<file path="src/rtl/random_seq_pkg.sv">
// Shared definitions for the pseudo-random sequence checker: FSM states and
// the ordered code table of the 4-bit sequence counter.
package random_seq_pkg;

    typedef enum logic [1:0] {
        HUNT   = 2'd0,
        SYNC   = 2'd1,
        LOCKED = 2'd2
    } seq_state_t;

    localparam int SEQ_LEN = 8;

    // Code emitted at each sequence position, position 0 first.
    localparam logic [3:0] SEQ_CODES [SEQ_LEN] = '{
        4'b0000, 4'b1101, 4'b1011, 4'b1001,
        4'b0110, 4'b1100, 4'b0011, 4'b1111
    };

endpackage

</file>
<file path="src/rtl/random_seq_decode.sv">
// Combinational decode of a received 4-bit code to its sequence position,
// with a flag for codes that never appear in the sequence.
module random_seq_decode
    import random_seq_pkg::*;
(
    input  logic [3:0] code,
    output logic [2:0] pos,
    output logic       legal
);

    always_comb begin
        pos   = '0;
        legal = 1'b0;
        for (int i = 0; i < SEQ_LEN; i++) begin
            if (code == SEQ_CODES[i]) begin
                pos   = 3'(i);
                legal = 1'b1;
            end
        end
    end

endmodule

</file>
<file path="config.mk">
export PLATFORM = sky130hd
export DESIGN_NAME = random_seq_decode
export DESIGN_NICKNAME = d
export VERILOG_FILES = /design/src/rtl/random_seq_pkg.sv /design/src/rtl/random_seq_decode.sv
export SDC_FILE = /design/constraint.sdc
export NUM_CORES = 1
export LEC_CHECK = 0
export BUFFER_PORTS_ARGS = -buffer_cell sky130_fd_sc_hd__buf_4
export CAP_MARGIN = 15
export CORE_AREA = 3 3 40 42
export DETAILED_ROUTE_END_ITERATION = 8
export DIE_AREA = 0 0 43 45
export GPL_TIMING_DRIVEN = 0
export PLACE_DENSITY = 0.3
export SYNTH_ARGS = -nofsm -noshare
export SYNTH_HDL_FRONTEND = slang
export SYNTH_SLANG_ARGS = --single-unit
</file>
<file path="constraint.sdc">
create_clock -name vclk -period 1.8
set_clock_uncertainty 0.05 [all_clocks]
set_input_delay 0.27 -clock vclk [all_inputs]
set_output_delay 0.27 -clock vclk [all_outputs]
set_load 0.1 [all_outputs]
</file>
==> results of run 1 <==
worst max-delay path, cell delays in order:
cell,delay [ns]
buf_4,0.13
nor2b_1,0.14
or4_1,0.49
nand3_2,0.09
buf_4,0.28
how the worst max path moves through the flow:
stage | slack [ns] | endpoint | startpoint | cells after the start
floorplan | 0.12 | pos[2] | code[1] | 3
finish | 0.07 | legal | code[1] | 5
detailed placement | 0.06 | legal | code[1] | 5
global placement | 0.07 | legal | code[1] | 5
CTS | 0.06 | legal | code[1] | 5
global route | 0.02 | legal | code[1] | 5
cells in the final DEF (no fill, tap or decap):
| master | Yosys | layout |
|---|---|---|
| nand2_1 | 2 | 2 |
| buf_4 | 0 | 7 |
| a31oi_1 | 1 | 1 |
| buf_2 | 1 | 1 |
| o21ai_2 | 0 | 1 |
| o21ai_0 | 3 | 2 |
| nor2b_1 | 3 | 3 |
| o21a_1 | 1 | 1 |
| nand3_2 | 0 | 1 |
| or4_1 | 1 | 1 |
| nor2_1 | 1 | 1 |
| and2_1 | 1 | 1 |
| xnor2_1 | 1 | 1 |
| nor4bb_1 | 1 | 1 |
Yosys cell counts:
cell type / n
a31oi_1: 1
or4_1: 1
nand2_1: 2
xnor2_1: 1
nor4bb_1: 1
and2_1: 1
nor2b_1: 3
nand3_1: 1
o21a_1: 1
nor2_1: 1
o21ai_0: 3
buf_2: 1
power by group through the flow:
| stage | Sequential, mW | Combinational (mW) | Clock [mW] |
|---|---|---|---|
| floorplan | 0 | 0.0742 | 0 |
| global placement | 0 | 0.0969 | 0 |
| detailed placement | 0 | 0.0975 | 0 |
| CTS | 0 | 0.0976 | 0 |
| global route | 0 | 0.102 | 0 |
| finish | 0 | 0.0967 | 0 |
per-layer routing:
| layer | GRT usage | wire length [um] | part of all wire | up-vias |
|---|---|---|---|---|
| met1 | 0.0571 | 178 | 0.56 | 56 |
| met3 | 0.00398 | 30 | 0.095 | 0 |
| met5 | 0 | 0 | 0 | - |
| met2 | 0.0449 | 109 | 0.34 | 7 |
| li1 | - | - | - | 78 |
| met4 | 0 | 0 | 0 | 0 |
metrics by stage:
step	total power, mW	util	hold WS, ns	std cells
after global routing	0.102	0.141	0.910	39
after detailed placement	0.0975	0.141	0.897	39
after CTS	0.0976	0.141	0.896	39
after floorplan	0.0742	-	0.782	17
final	0.0967	0.141	0.891	39
after global placement	0.0969	0.141	0.893	39
cell type report:
type                            count  area [um2]  area share
Buffer                              1        5.00      0.0276
Multi-Input combinational cell     16         105       0.579
Tap cell                           15        18.8       0.103
Timing Repair Buffer                7        52.6       0.290
cells by family (layout without fill, tap and decap cells):
group / Yosys count / in the layout / share of synthesized area
simple gates: 10 / 10 / 0.580
compound gates: 5 / 5 / 0.284
buf+inv: 1 / 8 / 0.0493
xor+xnor: 1 / 1 / 0.0864
==> results.md, run 1 <==
- Status: finished, final reports clean
- Final Hold Vio Count: 0
- Crit. End Element: primary output
- Min-Delay Path Class: input pin to primary output
- Layout overhead on the synthesized area: 79.0%
- Vias post-DR: 141
- Minimum clock period: 1.73 ns
- Vias in the first global route: between 100 and 150
- Final Max Tran Viols: 0
- RSZ-0062 raised after global routing: no
- Setup TNS: 0 ns
- Seq pwr share: 0
- PortBufs: 7
- Fmax: 579 MHz
- Sw frac: 0.747
- Die X: 43 um
- Sequential fraction of the synthesis area: 0
- N_diodes: 0
- Pleak: between 0.07 and 0.08 nW
- First-pass GRT wire length: roughly 550 um
- Period utilisation layout: 0.959
- Internal: about 24 uW
- # fillers: 155
- Routability cong.: 0.619
- Die H: 45 um
- Initial antenna violation count: 0
- Crit Path Class: input pin to primary output
- Gr ovfl total: 0
- Setup slack after layout: 0.0729 ns
- Placement Rows: 13
- DRC viols: 0
- DRT Pass-1 Iters: 2
- Final setup fails: 0
- Ys Warns: 0
- Register Area: 0 um2
- Number of vias per cell: 3.62
- Post-Place Worst Slack: 0.0612 ns
- Logic pwr share: 1.000
- Clk pwr share: 0
- Cell taking the most area after synthesis: nor2b_1
- Cells after Synth: 17
- IO Count: 8
- Share of cells above drive strength 1: 0.417
- ANT nets after route: 0
- CTS Hold Buffers Added: 0
- PD cells: ~530 nW/um2
- Crit start category: input pin
- Critical path fanouts, max: 5
- Nets@finish: 30
- Post-CTS Resized: 0
- Core Area: 1280 um2
- Postcts setup bufs: 0
- Synthesized area: 101 um2
- Slew Limit Headroom: 0.815
- Hold depth: 3
- Final wirelength: 317 um
- Data required time at the worst endpoint: 1.48 ns
- Peak supply drop: 0.155 mV
- Drt initial violations: 4
- CP arrival: 1.41 ns
- Hold EP: pos[2]
- Largest net degree at the start of global routing: 9
- Sw power: 72.3 uW
- Initial Util: 0.0789
- Share of Yosys cell area claimed by the top area cell type: 0.185
- Tightest Pin Transition: 0.279 ns
- All-Layer GR Usage: 0.0332
- Hold Startpoint: code[3]
- Syn Nets: 21
- Die area: 1940 um2
- FF+latch count: 0
- Syn Area/Cell: 5.96 um2
- DR WL/cell: 8.13 um
- Synth area leaders: nor2b_1 (19%), o21ai_0 (15%), nor4bb_1 (9.9%)
- Placed cell areas: about 180 um2
- Unique masters post-synth: 12
- Final instance area: 181 um2
- # clk buffers: 0
- Number of max-cap violations: 0
(Power assumes the default switching activity.)
==> inputs of run 2 (changes only) <==
--- a/config.mk
+++ b/config.mk
@@ -12,6 +12,7 @@
 export DIE_AREA = 0 0 43 45
 export GPL_TIMING_DRIVEN = 0
 export PLACE_DENSITY = 0.3
+export SETUP_SLACK_MARGIN = 0.1
 export SYNTH_ARGS = -nofsm -noshare
 export SYNTH_HDL_FRONTEND = slang
 export SYNTH_SLANG_ARGS = --single-unit
==> run 2 against run 1 <==
  * Design area rose by 6.9%
  * Via count did not move
  * Sequential share of layout area did not move
  * Cell count did not move
  * Flip-flop and latch count did not move
  * Maximum frequency rose by 5.2%
  * Critical path depth did not move
  * Worst setup slack improved by 0.085 ns
  * Non-clock buffer count did not move
  * Combinational power rose by 8%
  * Count of clock-buffer cells in the layout did not move
==> results.md, run 2 (synthesis gave the netlist of run 1 again) <==
- Crit-path cells: buf_4, nor2b_1, or4_1, nand3_2, buf_12
- Placement Rows: 13
- Die area: 1940 um2
- First-pass GRT wire length: 545 um
- Most frequent cells in the layout: buf_4 (6), nor2b_1 (3), nand2_1 (2), o21ai_0 (2)
- N_diodes: 0
- Layout overhead on the synthesized area: 91.4%
- Most common cell after layout, fill and taps aside: buf_4
- All-Layer GR Usage: 0.0332
- Logic pwr share: 1.000
- # fillers: roughly 150
- Sw frac: 0.708
- Final Hold Vio Count: 0
- DRT Pass-1 Iters: 2
- Kind of cell adding the most delay to the critical path: simple AND/OR/NAND/NOR gates
- Critical path fanouts, max: 5
- Minimum clock period: roughly 1.6 ns
- Placed cell areas: 181 um2
- Number of max-cap violations: 0
- CP max stage delay: roughly 0.49 ns
- Placed cell count: 39
- Final setup fails: 0
- Tightest Pin Transition: 0.279 ns
- # clk buffers: 0
- Initial antenna violation count: 0
- Area of the multi-input gates: 105 um2
- Buf+Inv Stages, Crit Path: 2
- Drt initial violations: 4
- Vias in the first global route: 132
- Postcts setup bufs: 0
- Number of vias per cell: 3.62
- Core Area: 1280 um2
- Min-Delay Path Class: input pin to primary output
- DRC viols: 0
- Largest net degree at the start of global routing: 9
- Post-Place Worst Slack: 0.0612 ns
- DR WL/cell: 8.03 um
- Period utilisation layout: 0.912
- Clk pwr share: 0
- Share of cells above drive strength 1: 0.417
- Critical path depth: 5
- PD cells: between 500 and 600 nW/um2
- IO Count: 8
- Fmax: 609 MHz
- ANT nets after route: 0
- Hold depth: 3
- Slowest-stage cell, CP: or4_1
- Final wirelength: roughly 310 um
- Crit start category: input pin
- Slew Limit Headroom: 0.815
- CP arrival: 1.32 ns
- Crit. End Element: primary output
- Vias post-DR: ~140
- Sw power: 73.4 uW
- Internal: 30.2 uW
- Peak supply drop: about 0.16 mV
- Initial Util: 0.0789
- Data required time at the worst endpoint: 1.48 ns
- Seq pwr share: 0
- Critical Path End: legal
- CTS Hold Buffers Added: 0
- PortBufs: 7
- Final cell count without fillers: 39
- Final instance area: 194 um2
- Nets@finish: 30
- Setup TNS: 0 ns
- Total Power Consumption: 104 uW
- Status: finished, final reports clean
- Crit Path Class: input pin to primary output
- Gr ovfl total: 0
- Routability cong.: 0.619
- Final Max Tran Viols: 0
- FF+latch count: 0
- Register Area: 0 um2
- Die H: 45 um
- RSZ-0062 raised after global routing: no
- Worst setup path startpoint: code[1]
- Pleak: 0.0809 nW
- Setup slack after layout: about 0.16 ns
- Die X: 43 um
## run 2: changes by cell type in the layout (fill, tap and decap cells not counted)
cell,before,now
buf_4,7,6
buf_12,0,1
## run 2: layer usage
layer	up-vias	share of wire	wire, um	global-route usage
met5	-	0	0	0
met4	0	0	0	0
met3	0	0.083	26	0.00398
met2	7	0.35	109	0.0449
met1	56	0.56	176	0.0571
li1	78	-	-	-
## run 2: layout make-up
class	instances	share of cell area
Tap cell	15	0.0968
Multi-Input combinational cell	16	0.542
Buffer	1	0.0258
Timing Repair Buffer	7	0.335
## run 2: worst min path at each step
stage                        from  endpoint  slack [ns]
after global routing      code[3]    pos[2]        0.91
after floorplan           code[3]    pos[2]        0.78
after global placement    code[3]    pos[2]        0.89
after detailed placement  code[3]    pos[2]        0.90
after CTS                 code[3]    pos[2]        0.90
final                     code[3]    pos[2]        0.89
## run 2: repair_timing
item	4_1_cts	5_1_grt
setup endpoints to repair	1	1
gates cloned	0	0
gates resized for setup	1	2
pin swaps	0	0
## run 2: metrics by stage
stage / hold slack [ns] / utilization
floorplan: 0.782 / -
global placement: 0.893 / 0.141
detailed placement: 0.897 / 0.141
CTS: 0.896 / 0.144
global route: 0.910 / 0.151
finish: 0.891 / 0.151
## run 2: power by group through the flow
stage | Clock (mW) | Combinational [mW] | Sequential (mW)
CTS | 0 | 0.0995 | 0
global placement | 0 | 0.0969 | 0
floorplan | 0 | 0.0742 | 0
global route | 0 | 0.109 | 0
detailed placement | 0 | 0.0975 | 0
finish | 0 | 0.104 | 0
